## config.mk

```make
export PLATFORM = sky130hd
export DESIGN_NAME = store_buffer
export DESIGN_NICKNAME = d
export VERILOG_FILES = /design/src/rtl/store_buffer_pkg.sv /design/src/rtl/sb_fifo.sv /design/src/rtl/store_buffer.sv
export SDC_FILE = /design/constraint.sdc
export NUM_CORES = 1
export LEC_CHECK = 0
export ABC_AREA = 0
export CORE_MARGIN = 3
export CORE_UTILIZATION = 35
export CTS_CLUSTER_SIZE = 8
export DETAILED_ROUTE_END_ITERATION = 6
export SLEW_MARGIN = 20
export SYNTH_ARGS = -nofsm -noshare
export SYNTH_HDL_FRONTEND = slang
export SYNTH_SLANG_ARGS = --single-unit
```

## constraint.sdc

```tcl
create_clock -name clk -period 2.9 [get_ports clk]
set_input_delay 0.58 -clock clk [delete_from_list [all_inputs] [get_ports clk]]
set_output_delay 0.58 -clock clk [all_outputs]
set_load 0.05 [all_outputs]
```

## src/rtl/store_buffer_pkg.sv

```systemverilog
// Shared types for the store buffer: issue FSM states, FIFO entry layout and the
// word-address compare used by load/store forwarding (STORE_BUF_FWD_EN).
package store_buffer_pkg;

  typedef enum logic [1:0] {
    StIdle,
    StIssue,
    StWait
  } sb_state_e;

  typedef struct packed {
    logic [31:0] addr;
    logic [31:0] data;
    logic [3:0]  sel;
  } sb_entry_t;

  function automatic logic word_match(input logic [31:0] a, input logic [31:0] b);
    return a[31:2] == b[31:2];
  endfunction

endpackage

```

## src/rtl/sb_fifo.sv

```systemverilog
// In-order storage for pending stores: pointers, occupancy count and, when
// STORE_BUF_FWD_EN is defined, per-entry valid bits with a load-address hit check.
module sb_fifo
  import store_buffer_pkg::*;
#(
  parameter int unsigned DEPTH = 4,
  localparam int unsigned PTR_W = $clog2(DEPTH)
) (
  input  logic             clk,
  input  logic             reset,
  input  logic             push,
  input  sb_entry_t        push_entry,
  input  logic             pop,
`ifdef STORE_BUF_FWD_EN
  input  logic [31:0]      ld_addr,
  output logic             hit,
`endif
  output sb_entry_t        head,
  output logic [PTR_W:0]   count,
  output logic             full,
  output logic             empty
);

  sb_entry_t        mem_q [DEPTH];
  logic [PTR_W-1:0] wr_ptr_q, rd_ptr_q;
  logic [PTR_W:0]   count_q;

  always_ff @(posedge clk) begin
    if (reset) begin
      wr_ptr_q <= '0;
      rd_ptr_q <= '0;
      count_q  <= '0;
    end else begin
      if (push) wr_ptr_q <= wr_ptr_q + PTR_W'(1);
      if (pop)  rd_ptr_q <= rd_ptr_q + PTR_W'(1);
      case ({push, pop})
        2'b10:   count_q <= count_q + (PTR_W + 1)'(1);
        2'b01:   count_q <= count_q - (PTR_W + 1)'(1);
        default: count_q <= count_q;
      endcase
    end
  end

  always_ff @(posedge clk) begin
    if (push) mem_q[wr_ptr_q] <= push_entry;
  end

`ifdef STORE_BUF_FWD_EN
  logic [DEPTH-1:0] valid_q;

  // Push never targets the popped slot: push needs !full, pop needs !empty.
  always_ff @(posedge clk) begin
    if (reset) begin
      valid_q <= '0;
    end else begin
      if (push) valid_q[wr_ptr_q] <= 1'b1;
      if (pop)  valid_q[rd_ptr_q] <= 1'b0;
    end
  end

  always_comb begin
    hit = 1'b0;
    for (int i = 0; i < int'(DEPTH); i++) begin
      if (valid_q[i] && word_match(mem_q[i].addr, ld_addr)) hit = 1'b1;
    end
  end
`endif

  assign head  = mem_q[rd_ptr_q];
  assign count = count_q;
  assign full  = (count_q == (PTR_W + 1)'(DEPTH));
  assign empty = (count_q == '0);

endmodule

```

## src/rtl/store_buffer.sv

```systemverilog
// Posted-write queue between MEM and the AXI write adapter; issues one store at a
// time and retires it on mem_write_valid. STORE_BUF_FWD_EN enables address-precise
// ld_conflict instead of stalling every load while stores are pending.
module store_buffer
  import store_buffer_pkg::*;
#(
  parameter int unsigned DEPTH = 4
) (
  input  logic        clk,
  input  logic        reset,
  input  logic        st_we,
  input  logic [31:0] st_addr,
  input  logic [31:0] st_data,
  input  logic [3:0]  st_sel,
  output logic        st_stall,
  input  logic [31:0] ld_addr,
  output logic        ld_conflict,
  output logic        sb_empty,
  output logic        we,
  output logic [31:0] address,
  output logic [31:0] data,
  output logic [3:0]  select,
  input  logic        mem_write_valid
);

  localparam int unsigned PTR_W = $clog2(DEPTH);

  sb_state_e      state_q, state_d;
  sb_entry_t      head;
  logic [PTR_W:0] count;
  logic           full, empty, push, pop, issue;

  assign push = st_we && !full;

`ifdef STORE_BUF_FWD_EN
  logic hit;
`endif

  sb_fifo #(
    .DEPTH (DEPTH)
  ) u_fifo (
    .clk        (clk),
    .reset      (reset),
    .push       (push),
    .push_entry ('{addr: st_addr, data: st_data, sel: st_sel}),
    .pop        (pop),
`ifdef STORE_BUF_FWD_EN
    .ld_addr    (ld_addr),
    .hit        (hit),
`endif
    .head       (head),
    .count      (count),
    .full       (full),
    .empty      (empty)
  );

  always_comb begin
    state_d = state_q;
    issue   = 1'b0;
    pop     = 1'b0;
    unique case (state_q)
      StIdle: begin
        if (!empty) begin
          issue   = 1'b1;
          state_d = StIssue;
        end
      end
      StIssue: state_d = StWait;
      StWait: begin
        // Head stays queued until the adapter reports completion.
        if (mem_write_valid) begin
          pop     = 1'b1;
          state_d = StIdle;
        end
      end
      default: state_d = StIdle;
    endcase
  end

  always_ff @(posedge clk) begin
    if (reset) begin
      state_q <= StIdle;
      we      <= 1'b0;
      address <= '0;
      data    <= '0;
      select  <= '0;
    end else begin
      state_q <= state_d;
      we      <= issue;
      if (issue) begin
        address <= head.addr;
        data    <= head.data;
        select  <= head.sel;
      end
    end
  end

  assign st_stall = full;
  assign sb_empty = empty && (state_q == StIdle);

`ifdef STORE_BUF_FWD_EN
  assign ld_conflict = hit;
`else
  assign ld_conflict = !sb_empty;
`endif

  // Count is observable only through full/empty; keep it for debug visibility.
  logic unused_count;
  assign unused_count = ^count;

endmodule

```

# After elaboration in Yosys (flattened, before gate mapping)
# Memories as Yosys holds them, arrays and structs flattened. A register that Yosys moved wholly into a read port is not among the register bits.
# Index checks and enable logic that the tools add are counted.
# Widths: inputs -> output; s select.
# totals
n_memories	1
reg_bits	10
in_bits	104
ramBits	272
# op_classes
n_reduce_logical	8
n_addsub	4
eq_ne	7
mux	10
# mem_list
memory	words	word_bits	rd	rd_clocked_by_memory_dff	wr	line	text
u_fifo.mem_q	4	68	1	1	1	sb_fifo.sv:24	sb_entry_t mem_q [DEPTH];
# ops
operator	count
$mux 1	6
$pmux 2 s3	1
$pmux 3 s2	1
$add 2x1->2 const B	2
$eq 2x1->1 const B	2
$eq 2x2->1 const B	2
$mux 2	2
$ne 2x2->1 const B	2
$add 3x1->3 const B	1
$eq 3x3->1 const B	1
$logic_not 3->1	1
$sub 3x1->3 const B	1
$logic_and 1x1->1	2
$logic_not 1->1	2
$logic_not 2->1	1
$reduce_and 2->1	1
$reduce_bool 2->1	1

# Longest topological paths before layout
# Gate-level depths: netlist (run 1).
# logic_depth
ltp_word	5
ltp_mapped	11

# Modules after synthesis
# Synthesis (run 1) repeated with hierarchy kept, for this count alone.
# hier_totals
hier_cells	741
area_unflattened_um2	13535.5
# modules_own_cells
module	cells_per_inst	instances	area_per_inst_um2	seq_area_each_um2
sb_fifo	403	1	10269.8	8348.0
store_buffer	338	1	3265.6	1421.4

# Worst setup path before layout (run 1)
# No wires, ideal clock.
# synth_path
path_kind	register -> output
startpoint	register u_fifo.count_q[2] (netlist: u_fifo.count[2])
endpoint	output ld_conflict
required_ns	2.320
setup_slack_ns	-0.074
stages_incl_launch_ff	4
arrival_ns	2.394
path_cell_list	dfxtp_1 or3_1 nor3_1 inv_1
# synth_via
elab_chain_len	3
# synth_lines
element	line	text
start: declaration	sb_fifo.sv:26	logic [PTR_W:0] count_q;
start signal: assignment	sb_fifo.sv:37	2'b10: count_q <= count_q + (PTR_W + 1)'(1);
start signal: assignment	sb_fifo.sv:38	2'b01: count_q <= count_q - (PTR_W + 1)'(1);
start signal: assignment	sb_fifo.sv:39	default: count_q <= count_q;
$logic_not 3->1	sb_fifo.sv:72	assign empty = (count_q == '0);
$logic_and 1x1->1	store_buffer.sv:99	assign sb_empty = empty && (state_q == StIdle);
named net sb_empty	store_buffer.sv:18	output logic sb_empty,
$logic_not 1->1	store_buffer.sv:104	assign ld_conflict = !sb_empty;
end: declaration	store_buffer.sv:17	output logic ld_conflict,
# The timed path passes the listed nets, and every way through them passes these cells.

# Final worst setup path (run 1)
# layout_path
startpoint	register u_fifo.count_q[2] (netlist: u_fifo.count[2])
endpoint	output st_stall
# layout_via
elab_chain_len	1
# layout_lines
element	line	text
$eq 3x3->1	sb_fifo.sv:71	assign full = (count_q == (PTR_W + 1)'(DEPTH));
end: declaration	store_buffer.sv:15	output logic st_stall,
# No other way between the ends.

==> results of run 1 <==
layout by cell type (no fill, tap or decap), types with 2 or more instances in the layout:
| cell | Yosys | routed |
|---|---|---|
| nand3_1 | 2 | 2 |
| dlygate4sd2_1 | 0 | 2 |
| o21ai_0 | 3 | 3 |
| buf_4 | 2 | 4 |
| a21oi_1 | 4 | 4 |
| dfxtp_4 | 0 | 2 |
| inv_1 | 9 | 9 |
| a22o_1 | 68 | 68 |
| nor2_1 | 9 | 9 |
| clkbuf_1 | 13 | 36 |
| ha_1 | 5 | 5 |
| mux4_2 | 68 | 68 |
| xor2_1 | 3 | 3 |
| edfxtp_1 | 272 | 272 |
| clkdlybuf4s50_1 | 0 | 140 |
| dfxtp_1 | 78 | 76 |
| or3_1 | 2 | 2 |
| and3_4 | 0 | 4 |
| buf_12 | 0 | 12 |
| clkbuf_16 | 0 | 49 |
cells by family after synthesis:
kind of cell | count (synthesis) | synth area share (%)
AND/OR/NAND/NOR | 24 | 1.17
flip-flops | 350 | 78.6
AO/OA/AOI/OAI | 76 | 5.16
multiplexers | 69 | 12.4
adder cells (fa/ha/maj) | 6 | 0.667
XOR/XNOR | 4 | 0.283
buffers and inverters | 43 | 1.70
routing by layer:
layer  part of all wire, %  wire (µm)
met1                    42      10600
met2                    50      12500
met3                   5.4       1370
met4                   2.5        626
met5                     0          0
path summary, 6_finish.rpt:
path | end | slack (ns) | depth (start not counted)
max reg2reg | u_fifo.count[2] | 0.42 | 10
min | data[0] | 0.47 | 1
max | st_stall | 0.18 | 3
min reg2reg | data[0] | 0.47 | 1
power by group:
part / total, µW / switching [µW] / internal [µW] / leakage (µW)
clock network: 5040 / 1910 / 3120 / 0.000646
registers: 5950 / 164 / 5790 / 0.00314
logic: 2000 / 1240 / 765 / 0.00141
total: 13000 / 3310 / 9680 / 0.00519
layout make-up:
type	instances	share of cell area (%)
multi-input cells	179	15.6
flip-flops and latches	350	61.3
repair buffers	159	10.7
well taps	455	3.59
inverters	9	0.213
clock buffers	85	8.57
stage by stage:
stage,utilization [%],cells,worst slack (ns)
3_3_place_gp,41.8,1152,0.288
3_5_place_dp,41.8,1152,0.286
5_1_grt,45.7,1237,0.0826
6_report,45.7,1237,0.176
2_1_floorplan,-,572,0.130
4_1_cts,45.7,1237,0.0668
worst max-delay path, delay by kind of cell, from the launching register on:
family	cells	cell delay, ns
buffers and inverters	2	0.70
AND/OR/NAND/NOR	1	0.55
flip-flops	1	0.37
state kept, by name, indices dropped and copies added (netlist names):
register / flops
we: 1
data: 32
address: 32
state_q: 2
u_fifo.wr_ptr_q: 2
u_fifo.mem_q: 272
select: 4
u_fifo.rd_ptr_q: 2
u_fifo.count: 3
timing repair:
item	CTS	global route
endpoints found under the setup margin	2	1
gates resized for setup	2	1
pin swaps	0	0
==> metrics.txt, run 1 <==
PD cells 818 mW/mm²; Post-Route WL 25.1 mm; post-CTS setup repair buffer count 0; hold wc startpoint data[0]; #FFs+latches synth 350; Post-Syn Instances 572; Clock Tree Buf Depth 3; slowest stage delay, CP 0.55 ns; Max-slew headroom 60.3%; die area 0.0377 mm²; reg2reg start u_fifo.count[2]; Worst EP required 2.32 ns; Synth Warn # 0; Tcrit/Tclk final 93.9%; synthesized area 0.0124 mm²; Post-synth EDFFs 272; Vias/cell 4.91; io pins 176; RSZ-0062 raised after global routing false; Area after DPL 0.0145 mm²; Nets 858; largest area contributor in the synthesized netlist edfxtp_1; filler instances 2977; Final ANT Viol Nets 0; Die H 194 µm; Hold Buf Count CTS 0; GRT Util Overall 13.3%; clk sinks 350; post-synthesis cell type count 28; largest net degree at the start of global routing 41; Placer Congestion 0.721; share of layout cells above drive strength 1 18.3%; Register Area 0.00974 mm²; Max-cap violations 0; DRC 0; multi-input logic area 0.00248 mm²; die width 194 µm; Final Critical Period 2.72 ns; status finished, final reports clean; vias in the first global route 6801; Placeable Area 0.0347 mm²; syn_nets 682; Main synth FF type edfxtp_1; Leakage 0.00519 µW; Post-synth top cells edfxtp_1, dfxtp_1, a22o_1, mux4_2, buf_2; design area 0.0159 mm²; via count 6077; number of port buffers 143; Setup Total Neg Slack 0 ns; asr flop ratio synth 0%; share of the synthesized area in the top cell type 66.0%; Critical Path AT 2.14 ns; Worst VDD drop 0.520 mV; most frequent cell after synthesis edfxtp_1; Hold WS 0.473 ns; final setup fails 0; met3 Use GR 3.53%; site row count 68; CP max FO 7; met1 Use GR 16.4%; CTS Buf Count 49; ANT cells 0; cells along the critical path or3b_2 > inv_1 > dlygate4sd2_1; Most Crowded Layer GR met2; DP Wirelength 13.3 mm; synthesized area per cell 21.6 µm²; DRT Pass-1 Iters 5; crit path capture type primary output; # H-tree levels 2; startpoint types flop; clk slew on worst S/H paths 0.05 ns; most area-consuming cells after synthesis edfxtp_1, dfxtp_1, mux4_2; critical path type reg -> out; Power, Total 13000 µW; Initial Util 35.7%; Avg WL per Cell 20.3 µm; Slowest-stage cell, CP or3b_2; initial antenna violation count 0; latest clock arrival within the worst-skew pair 0.53 ns; Worst Clk Skew 0.0114 ns; Fmax 367 MHz; Syn-to-layout area delta 28.2%; Worst Setup SP u_fifo.count[2]; worst hold path class reg -> reg; final hold violation count 0; TritonCTS clock tree built; Tightest Pin Transition 0.594 ns; Clock Tree Root clkbuf_16; first-pass GRT wire length 39.3 mm; total gr overflow 0; Iter 0 DRT Violations 254; sequential area share after synthesis 78.6%; pins over their slew limit 0; met2 global-route usage 23.1%
(Power assumes the default switching activity.)
==> run 2: changes to the inputs <==
==> constraint.sdc (replaced) <==
create_clock -name clk -period 2.9 [get_ports clk]
set_input_delay 0.435 -clock clk [delete_from_list [all_inputs] [get_ports clk]]
set_output_delay 0.435 -clock clk [all_outputs]
set_load 0.05 [all_outputs]
==> metrics.txt, run 2 (synthesis results as in run 1) <==
Worst EP required 2.47 ns; crit path capture type primary output; met1 Use GR 17.2%; DRT Pass-1 Iters 6; most common cell after layout, fill and taps aside edfxtp_1; filler instances 2942; site row count 68; total gr overflow 0; Placeable Area 0.0347 mm²; share of layout cells above drive strength 1 18.3%; DP Wirelength 14.1 mm; largest net degree at the start of global routing 69; clk slew on worst S/H paths 0.05 ns; CTS Buf Count 49; Setup Total Neg Slack 0 ns; PD cells 828 mW/mm²; Iter 0 DRT Violations 284; Hold Buf Count CTS 0; Worst Clk Skew 0.0210 ns; initial antenna violation count 0; ANT cells 0; worst hold path class reg -> reg; met3 Use GR 3.60%; Leakage 0.00523 µW; CP max FO 5; TritonCTS clock tree built; max FFs per register 272; Tcrit/Tclk final 95.1%; Die H 194 µm; Worst VDD drop 0.585 mV; GRT Util Overall 13.6%; Vias/cell 4.89; vias in the first global route 6557; startpoint types flop; Fmax 363 MHz; # H-tree levels 2; DRC 0; clk sinks 350; Max-slew headroom 60.4%; final core occ 45.9%; Top Registers u_fifo.mem_q x272, address x32, data x32; met2 global-route usage 22.9%; Initial Util 35.7%; Avg WL per Cell 20.6 µm; latest clock arrival within the worst-skew pair 0.56 ns; Top reg by flops u_fifo.mem_q; Tightest Pin Transition 0.591 ns; final hold violation count 0; Final Critical Period 2.76 ns; Critical Path AT 2.32 ns; die width 194 µm; post-CTS setup repair buffer count 0; status finished, final reports clean; first-pass GRT wire length 39.7 mm; via count 6067; Nets 857; pins over their slew limit 0; RSZ-0062 raised after global routing false; Placer Congestion 0.700; critical path type reg -> out; Clock Tree Buf Depth 3; Syn-to-layout area delta 28.7%; Most Crowded Layer GR met2; final setup fails 0; number of port buffers 143; io pins 176; die area 0.0377 mm²; Max-cap violations 0; Final ANT Viol Nets 0; Post-Route WL 25.5 mm; Clock Tree Root clkbuf_16; commonest cells after routing, fill and taps aside edfxtp_1, clkdlybuf4s50_1, dfxtp_1, mux4_2, a22o_1
run 2: per-stage QoR:
stage | worst slack (ns) | total power, µW | hold slack, ns | instances | area, µm²
global route | 0.0864 | 13700 | 0.488 | 1241 | 15900
floorplan | 0.0714 | 7290 | 0.476 | 572 | 12400
CTS | 0.00193 | 13400 | 0.455 | 1241 | 15900
detailed placement | 0.385 | 8090 | 0.464 | 1151 | 14500
global placement | 0.398 | 8070 | 0.456 | 1151 | 14500
finish | 0.143 | 13200 | 0.473 | 1241 | 15900
run 2: repair_timing:
action,CTS,global route
hold endpoints to repair,0,0
gates resized for setup,0,2
setup endpoints to repair,0,2
run 2: routing by layer:
metal	vias to the layer above	wire length, µm
met3	43	1320
li1	2732	-
met4	0	500
met1	3135	11000
met2	157	12700
met5	-	0
run 2: cell type report:
cell class / count / area [µm²] / share of cell area (%)
clock inverter: 2 / 36.3 / 0.228
inverter: 9 / 33.8 / 0.212
timing repair buffer: 158 / 1700 / 10.7
tap: 455 / 569 / 3.57
clock buffer: 88 / 1390 / 8.74
sequential: 350 / 9740 / 61.1
multi-input combinational: 179 / 2470 / 15.5
run 2: where the power goes:
part           switching, µW  internal (µW)  leakage [µW]
Sequential               174           5790       0.00314
Clock                   2020           3220      0.000678
Combinational           1240            761       0.00141
run 2: final timing paths:
kind	cells past startpoint	from	slack [ns]	end
max	4	u_fifo.count[2]	0.14	ld_conflict
min	1	address[8]	0.47	address[8]
max reg2reg	10	u_fifo.count[2]	0.43	u_fifo.count[2]
min reg2reg	1	address[8]	0.47	address[8]
run 2: critical path: stages (launching register included):
cell and delay (ns):
dfxtp_1 0.33, or3_1 0.45, nor3_1 0.22, inv_1 0.06, clkdlybuf4s50_1 0.70
==> run 3: changes to the inputs <==
Settings changed: CORE_MARGIN 3 to not set.
==> metrics.txt, run 3 (synthesis results as in run 1) <==
initial antenna violation count 0; Vias/cell 4.87; final core occ 45.9%; largest net degree at the start of global routing 71; PD cells 830 mW/mm²; pre-CTS setup slack 0.365 ns; Clock Tree Buf Depth 3; site row count 68; Hold WS 0.473 ns; crit path capture type primary output; Syn-to-layout area delta 28.7%; Initial Util 35.7%; RSZ-0062 raised after global routing false; Placeable Area 0.0347 mm²; Post-Route WL 24.8 mm; via count 6065; Worst Clk Skew 0.0136 ns; total gr overflow 0; Nets 859; CP max FO 5; final hold violation count 0; GRT Util Overall 14.2%; post-cts resize count 1; Avg WL per Cell 19.9 µm; Tcrit/Tclk final 93.8%; worst hold path class reg -> reg; pins over their slew limit 0; Top reg by flops u_fifo.mem_q; DRT Pass-1 Iters 4; Tightest Pin Transition 0.624 ns; Clock Tree Root clkbuf_16; startpoint types flop; Critical Path AT 2.28 ns; DP Wirelength 13.7 mm; max FFs per register 272; share of layout cells above drive strength 1 18.5%; clk sinks 350; Die H 190 µm; final setup fails 0; CTS Buf Count 49; Setup Total Neg Slack 0 ns; number of port buffers 143; Iter 0 DRT Violations 242; Fmax 368 MHz; vias in the first global route 6436; Leakage 0.00522 µW; Max-slew headroom 58.4%; TritonCTS clock tree built; Hold Buf Count CTS 0; status finished, final reports clean; fin worst setup slack 0.181 ns; filler instances 2909; multi-input logic area 0.00247 mm²; latest clock arrival within the worst-skew pair 0.56 ns; most common cell after layout, fill and taps aside edfxtp_1; Placer Congestion 0.731; Worst EP required 2.47 ns; Final Critical Period 2.72 ns; critical path type reg -> out; Final ANT Viol Nets 0; die width 190 µm; die area 0.0361 mm²; DRC 0; commonest cells after routing, fill and taps aside edfxtp_1, clkdlybuf4s50_1, dfxtp_1, mux4_2, a22o_1; Register Area 0.00974 mm²; Top Registers u_fifo.mem_q x272, address x32, data x32; Max-cap violations 0; clk slew on worst S/H paths 0.05 ns; Worst VDD drop 0.486 mV; post-CTS setup repair buffer count 0; # H-tree levels 2; ANT cells 0; first-pass GRT wire length 38.2 mm; io pins 176
run 3: layout make-up:
class,instances,area share (%)
inverters,9,0.212
clock buffers,91,8.95
multi-input cells,179,15.5
well taps,455,3.57
clock inverters,1,0.0550
flip-flops and latches,350,61.1
repair buffers,160,10.6
run 3: power breakdown:
| part | switching (µW) | internal (µW) |
|---|---|---|
| clock network | 2000 | 3270 |
| registers | 167 | 5790 |
| logic | 1240 | 757 |
run 3: final timing paths:
path,cells after the start,start,end,slack (ns)
setup reg to reg,10,u_fifo.count[2],u_fifo.count[2],0.44
setup / recovery,4,u_fifo.count[2],ld_conflict,0.18
hold / removal,1,data[27],data[27],0.47
hold reg to reg,1,data[27],data[27],0.47
run 3: layer usage:
metal / GRT usage, % / vias to the layer above / part of all wire [%]
li1: - / 2737 / -
met1: 19.1 / 3108 / 45
met2: 21.7 / 166 / 46
met3: 3.95 / 54 / 6.4
met4: 5.86 / 0 / 2.7
met5: 0 / - / 0
run 3: metrics by stage:
step / instance area [µm²] / power (µW) / instances
finish: 15900 / 13200 / 1245
global route: 15900 / 13700 / 1245
CTS: 15900 / 13400 / 1245
detailed placement: 14500 / 8080 / 1153
global placement: 14500 / 8060 / 1153
floorplan: 12400 / 7290 / 572
run 3: worst max-delay path, cell delays in order (launching register included):
cell	delay, ns
dfxtp_1	0.33
or3_1	0.44
nor3_1	0.20
inv_1	0.06
clkdlybuf4s50_1	0.69
